==> src/rtl/lvt_2w2r_pkg.sv <==
// Shared constants for the 2-write/2-read live-value table.
// Holds default widths, register count, bank-select encoding and port counts.
// Optional conflict flag is controlled by macro LVT_CONFLICT_DETECT_EN.
package lvt_2w2r_pkg;
  localparam int DEF_ADDR_W = 4;
  localparam int DEF_DATA_W = 32;
  localparam int NUM_REGS   = 1 << DEF_ADDR_W;
  localparam logic BANK_WP0 = 1'b0;
  localparam logic BANK_WP1 = 1'b1;
  localparam int NUM_RD     = 2;
  localparam int NUM_WR     = 2;
endpackage

==> src/rtl/lvt_2w2r_if.sv <==
// Bundle of write/read addresses, bank data and resolved outputs of the LVT.
// master drives addresses/enables/bank data; slave is the LVT itself.
// Macro LVT_CONFLICT_DETECT_EN adds the wr_conflict output.
interface lvt_2w2r_if
  import lvt_2w2r_pkg::*;
#(
  parameter int ADDR_W = DEF_ADDR_W,
  parameter int DATA_W = DEF_DATA_W
) ();
  logic              we0;
  logic [ADDR_W-1:0] waddr0;
  logic              we1;
  logic [ADDR_W-1:0] waddr1;
  logic [ADDR_W-1:0] raddr0;
  logic [ADDR_W-1:0] raddr1;
  logic [DATA_W-1:0] b0r0_data;
  logic [DATA_W-1:0] b1r0_data;
  logic [DATA_W-1:0] b0r1_data;
  logic [DATA_W-1:0] b1r1_data;
  logic [DATA_W-1:0] rdata0;
  logic [DATA_W-1:0] rdata1;
  logic              sel0;
  logic              sel1;
`ifdef LVT_CONFLICT_DETECT_EN
  logic              wr_conflict;
`endif

  modport master (
    output we0, waddr0, we1, waddr1, raddr0, raddr1,
    output b0r0_data, b1r0_data, b0r1_data, b1r1_data,
    input  rdata0, rdata1, sel0, sel1
`ifdef LVT_CONFLICT_DETECT_EN
    , input wr_conflict
`endif
  );

  modport slave (
    input  we0, waddr0, we1, waddr1, raddr0, raddr1,
    input  b0r0_data, b1r0_data, b0r1_data, b1r1_data,
    output rdata0, rdata1, sel0, sel1
`ifdef LVT_CONFLICT_DETECT_EN
    , output wr_conflict
`endif
  );
endinterface

==> src/rtl/lvt_2w2r_rd_sel.sv <==
// Per-read-port live-bank select register and output data mux.
// Select registered one cycle after the address, matching the banks' read;
// same-cycle writes to the read address are forwarded (port 1 over port 0).
module lvt_rd_sel
  import lvt_2w2r_pkg::*;
#(
  parameter int ADDR_W = DEF_ADDR_W,
  parameter int DATA_W = DEF_DATA_W
) (
  input  logic              clock,
  input  logic              reset_n,
  input  logic [ADDR_W-1:0] raddr,
  input  logic              tbl_bit,
  input  logic              we0,
  input  logic [ADDR_W-1:0] waddr0,
  input  logic              we1,
  input  logic [ADDR_W-1:0] waddr1,
  input  logic [DATA_W-1:0] b0_data,
  input  logic [DATA_W-1:0] b1_data,
  output logic              sel,
  output logic [DATA_W-1:0] rdata
);
  logic sel_nxt;

  // Next select: a write landing on this address this cycle overrides the stored bit.
  always_comb begin
    sel_nxt = tbl_bit;
    if (we1 && (waddr1 == raddr)) begin
      sel_nxt = BANK_WP1;
    end else if (we0 && (waddr0 == raddr)) begin
      sel_nxt = BANK_WP0;
    end
  end

  // Select register, aligned with the banks' registered read data.
  always_ff @(posedge clock or negedge reset_n) begin
    if (!reset_n) begin
      sel <= BANK_WP0;
    end else begin
      sel <= sel_nxt;
    end
  end

  // Pick the live bank's output.
  always_comb begin
    rdata = (sel == BANK_WP1) ? b1_data : b0_data;
  end
endmodule

==> src/rtl/lvt_2w2r.sv <==
// Live-value table for a 2W/2R register file built from four 1W/1R banks.
// Read select latency 1 cycle with 0-cycle write-to-read bypass; no backpressure.
// Macro LVT_CONFLICT_DETECT_EN adds a registered same-address dual-write flag.
module lvt_2w2r
  import lvt_2w2r_pkg::*;
#(
  parameter int ADDR_W = DEF_ADDR_W,
  parameter int DATA_W = DEF_DATA_W
) (
  input  logic      clock,
  input  logic      reset_n,
  lvt_2w2r_if.slave bus
);
  localparam int NREG = 1 << ADDR_W;

  // One bit per register: which write port last wrote it. Flops, so it can clear async.
  logic [NREG-1:0] tbl;

  // Table update; port 1 is applied last so it wins a same-address dual write.
  always_ff @(posedge clock or negedge reset_n) begin
    if (!reset_n) begin
      tbl <= '0;
    end else begin
      if (bus.we0) tbl[bus.waddr0] <= BANK_WP0;
      if (bus.we1) tbl[bus.waddr1] <= BANK_WP1;
    end
  end

  lvt_rd_sel #(.ADDR_W(ADDR_W), .DATA_W(DATA_W)) u_rd0 (
    .clock   (clock),
    .reset_n (reset_n),
    .raddr   (bus.raddr0),
    .tbl_bit (tbl[bus.raddr0]),
    .we0     (bus.we0),
    .waddr0  (bus.waddr0),
    .we1     (bus.we1),
    .waddr1  (bus.waddr1),
    .b0_data (bus.b0r0_data),
    .b1_data (bus.b1r0_data),
    .sel     (bus.sel0),
    .rdata   (bus.rdata0)
  );

  lvt_rd_sel #(.ADDR_W(ADDR_W), .DATA_W(DATA_W)) u_rd1 (
    .clock   (clock),
    .reset_n (reset_n),
    .raddr   (bus.raddr1),
    .tbl_bit (tbl[bus.raddr1]),
    .we0     (bus.we0),
    .waddr0  (bus.waddr0),
    .we1     (bus.we1),
    .waddr1  (bus.waddr1),
    .b0_data (bus.b0r1_data),
    .b1_data (bus.b1r1_data),
    .sel     (bus.sel1),
    .rdata   (bus.rdata1)
  );

`ifdef LVT_CONFLICT_DETECT_EN
  // Flag a cycle in which both ports wrote the same register.
  always_ff @(posedge clock or negedge reset_n) begin
    if (!reset_n) begin
      bus.wr_conflict <= 1'b0;
    end else begin
      bus.wr_conflict <= bus.we0 && bus.we1 && (bus.waddr0 == bus.waddr1);
    end
  end
`endif
endmodule

==> src/flat_wrapper.sv <==
// flat-port wrapper written by rule: the top's interface ports become plain ports
module lvt_2w2r_flat import lvt_2w2r_pkg::*;
#(
  parameter int ADDR_W = DEF_ADDR_W,
  parameter int DATA_W = DEF_DATA_W
)
  (clock, reset_n, bus_we0, bus_waddr0, bus_we1, bus_waddr1, bus_raddr0, bus_raddr1, bus_b0r0_data, bus_b1r0_data, bus_b0r1_data, bus_b1r1_data, bus_rdata0, bus_rdata1, bus_sel0, bus_sel1);
  lvt_2w2r_if #(.ADDR_W(ADDR_W), .DATA_W(DATA_W)) bus_i ();
  input  logic clock;
  input  logic reset_n;
  input wire logic [$bits(bus_i.we0)-1:0] bus_we0;
  input wire logic [$bits(bus_i.waddr0)-1:0] bus_waddr0;
  input wire logic [$bits(bus_i.we1)-1:0] bus_we1;
  input wire logic [$bits(bus_i.waddr1)-1:0] bus_waddr1;
  input wire logic [$bits(bus_i.raddr0)-1:0] bus_raddr0;
  input wire logic [$bits(bus_i.raddr1)-1:0] bus_raddr1;
  input wire logic [$bits(bus_i.b0r0_data)-1:0] bus_b0r0_data;
  input wire logic [$bits(bus_i.b1r0_data)-1:0] bus_b1r0_data;
  input wire logic [$bits(bus_i.b0r1_data)-1:0] bus_b0r1_data;
  input wire logic [$bits(bus_i.b1r1_data)-1:0] bus_b1r1_data;
  output wire logic [$bits(bus_i.rdata0)-1:0] bus_rdata0;
  output wire logic [$bits(bus_i.rdata1)-1:0] bus_rdata1;
  output wire logic [$bits(bus_i.sel0)-1:0] bus_sel0;
  output wire logic [$bits(bus_i.sel1)-1:0] bus_sel1;
  assign bus_i.we0 = bus_we0;
  assign bus_i.waddr0 = bus_waddr0;
  assign bus_i.we1 = bus_we1;
  assign bus_i.waddr1 = bus_waddr1;
  assign bus_i.raddr0 = bus_raddr0;
  assign bus_i.raddr1 = bus_raddr1;
  assign bus_i.b0r0_data = bus_b0r0_data;
  assign bus_i.b1r0_data = bus_b1r0_data;
  assign bus_i.b0r1_data = bus_b0r1_data;
  assign bus_i.b1r1_data = bus_b1r1_data;
  assign bus_rdata0 = bus_i.rdata0;
  assign bus_rdata1 = bus_i.rdata1;
  assign bus_sel0 = bus_i.sel0;
  assign bus_sel1 = bus_i.sel1;
  lvt_2w2r #(.ADDR_W(ADDR_W), .DATA_W(DATA_W)) u_core (.clock(clock), .reset_n(reset_n), .bus(bus_i));
endmodule
==> config.mk <==
export PLATFORM = sky130hd
export DESIGN_NAME = lvt_2w2r_flat
export DESIGN_NICKNAME = d
export VERILOG_FILES = /design/src/rtl/lvt_2w2r_pkg.sv /design/src/rtl/lvt_2w2r_if.sv /design/src/rtl/lvt_2w2r_rd_sel.sv /design/src/rtl/lvt_2w2r.sv /design/src/flat_wrapper.sv
export SDC_FILE = /design/constraint.sdc
export NUM_CORES = 1
export LEC_CHECK = 0
export CORE_AREA = 2 2 82 84
export DETAILED_ROUTE_END_ITERATION = 7
export DIE_AREA = 0 0 84 86
export DONT_BUFFER_PORTS = 1
export PLACE_DENSITY = 0.45
export SLEW_MARGIN = 20
export SYNTH_ARGS = -nofsm -noshare
export SYNTH_HDL_FRONTEND = slang
export SYNTH_HIERARCHICAL = 1
export SYNTH_SLANG_ARGS = --single-unit
==> constraint.sdc <==
create_clock -name clock -period 1.3 [get_ports clock]
set_input_delay 0.195 -clock clock [delete_from_list [all_inputs] [get_ports clock]]
set_output_delay 0.195 -clock clock [all_outputs]
set_load 0.005 [all_outputs]
==> impl_metrics.json <==
{
  "status": "complete, but fails checks",
  "violations": "setup timing",
  "syn_nets": 328,
  "dp.cells": 251,
  "finish.utilization": 0.3408,
  "hp-class": "input pin to flip-flop",
  "synth_cell_types": 19,
  "final_max_slew_viol_count": 0,
  "nets": 328,
  "clock-sinks": 18,
  "hold_viol_final": 0,
  "dpl-instance-area_sq_um": 2034,
  "fp.dieH_microns": 86,
  "grt_overflow": 0,
  "final_cells": 257,
  "skew_ns": 0.001135,
  "syn_inst": 180,
  "cap_viol_max_count": 0,
  "postRouteAntennaNets": 0,
  "use_met2": 0.3273,
  "end_kind": "flip-flop",
  "grt_pass1_vias": 1678,
  "relSlewSlack": 0.4448,
  "powerDensity_nw_per_um2": 1325,
  "die_x_microns": 84,
  "p_leak_uw": 0.0007890,
  "rsz0062_at_grt": "yes",
  "drive_above_1_share": 0.4637,
  "worst_pin_slew_ns": 0.8301,
  "grt_pass1_wl_mm": 10.20,
  "ys_ff_latch": 18,
  "antenna_found_initial": 1,
  "worst_slack_ns": -0.2045,
  "track_usage": 0.1882,
  "fin_crit_sh": 1.157,
  "cp.arrival_ns": 1.63,
  "cts_tree": "built",
  "drt-wirelength-per-cell_microns": 28.91,
  "final_cell_mix": "54 x mux2_2, 31 x o21ai_0, 18 x dfrtp_1, 12 x xor2_1, 9 x mux2_4",
  "grt_max_degree": 34,
  "ioPinCount": 214,
  "vias": 1572,
  "dr.pass1.iters": 4,
  "clk_latency_ns": 0.25,
  "cp-start-kind": "flip-flop",
  "routed_wl_mm": 7.431,
  "setup_viol_count_final": 66,
  "ir_drop_mv": 0.5366,
  "grt_use_met1": 0.2354,
  "ff_latch_area_sq_um": 450.4,
  "critPathMaxFanout": 3,
  "dp_hpwl_mm": 6.351,
  "final_common_cell": "mux2_2",
  "port_buffers": 0,
  "coreArea_sq_um": 6277,
  "via_per_inst": 6.117,
  "clk_root_buffer_cell": "clkbuf_8",
  "syn_area_sq_um": 2018,
  "required_ns": 1.43,
  "max_freq_mhz": 664.7,
  "numCtsBuffers": 3,
  "fillers": 634,
  "dieArea_sq_um": 7224,
  "worst_hold_slack_ns": 0.03326,
  "avgSynthCellArea_sq_um": 11.21,
  "grtUsageMet3": 0.05775,
  "htree_levels": 1,
  "clock_path_buffers": 2,
  "row_count": 29,
  "drc": 0,
  "start_util": 0.3215,
  "area_growth_pct": 6.014,
  "fin_crit_ns": 1.504,
  "path_class": "flip-flop to flip-flop",
  "grt_busiest_layer": "met2",
  "synth.yosys.seq_area_share": 0.2232,
  "multi_input_area_sq_um": 1485,
  "clk_pin_slew_ns": 0.08,
  "yosysWarnings": 6,
  "drt_iter0_drc": 54,
  "gp_congestion": 0.9555,
  "final_area_sq_um": 2140
}
[worst max-delay path, cell delays in order, from the launching register on]
cell	delay, ns
dfrtp_1	0.39
mux4_2	0.49
mux2i_2	0.20
mux2i_1	0.12
o41ai_2	0.06
o41ai_1	0.12
[final timing paths]
check	cells after the start	startpoint	slack, ns	to
worst max-delay path	5	u_core/tbl[7]$_DFF_PN0_	-0.20	u_core/u_rd1/sel$_DFF_PN0_
worst min-delay path	1	bus_waddr1[1]	0.03	u_core/tbl[12]$_DFF_PN0_
worst max register to register	5	u_core/tbl[7]$_DFF_PN0_	-0.20	u_core/u_rd1/sel$_DFF_PN0_
worst min register to register	2	u_core/tbl[5]$_DFF_PN0_	0.54	u_core/tbl[5]$_DFF_PN0_
max in group asynchronous	1	reset_n	0.31	u_core/tbl[14]$_DFF_PN0_
min in group asynchronous	1	reset_n	0.48	u_core/tbl[3]$_DFF_PN0_
[flip-flops by register name, indices dropped and copies added, names as in the netlist]
signal and count:
u_core/u_rd1/sel 1, u_core/tbl 16, u_core/u_rd0/sel 1
[synthesized netlist by cell type]
master,n,area (sq um)
o31ai_1,1,7.510
nand2b_1,6,37.54
nand3_1,3,15.01
dfrtp_1,18,450.4
o41ai_1,2,17.52
xnor2_1,4,35.03
mux2_2,48,540.5
nand3b_1,4,30.03
nand2_1,7,26.28
or2_2,2,12.51
mux2i_1,6,60.06
o21ai_0,31,155.2
buf_6,8,90.09
xor2_1,12,105.1
o41ai_2,2,32.53
or3b_2,1,8.760
nor2_1,1,3.750
mux4_1,8,210.2
mux2_1,16,180.2
[report_power, final]
group	switching [uW]	leakage (uW)	internal, uW	total [uW]
clock	209	0.0000288	269	478
sequential	91.6	0.000216	691	783
combinational	708	0.000545	866	1570
[kinds of logic after synthesis]
logic type | after synthesis | synth area share
compound gates | 36 | 0.1054
xor+xnor | 16 | 0.06943
buf+inv | 8 | 0.04464
flops | 18 | 0.2232
mux | 78 | 0.4910
simple gates | 24 | 0.06634
[layout make-up]
type | instances | area share
Clock buffer | 4 | 0.02573
Sequential cell | 18 | 0.2105
Antenna cell | 1 | 0.001170
Timing Repair Buffer | 3 | 0.02339
Tap cell | 77 | 0.04503
Multi-Input combinational cell | 154 | 0.6942
[metal layers]
layer | wire, microns | vias to the layer above
li1 | - | 684
met1 | 2857 | 776
met2 | 3917 | 108
met3 | 617 | 4
met4 | 40 | 0
met5 | 0 | -
[through the flow]
step	TNS (ns)	worst slack, ns	total power [uW]
2_1_floorplan	-0.02132	-0.01066	2074
3_3_place_gp	-0.2441	-0.1319	2226
3_5_place_dp	-0.3359	-0.2080	2271
4_1_cts	-8.307	-0.2116	2794
5_1_grt	-10.50	-0.2704	2972
6_report	-8.051	-0.2045	2836
[what timing repair did]
action                                  4_1_cts  5_1_grt
endpoints found under the hold margin        18        0
pin swaps                                     0        0
resized for setup                            14       11
endpoints found under the setup margin       66       66
buffers inserted                              0        0
hold buffers                                  1        0
No activity file was read; power rests on OpenSTA's default activity.
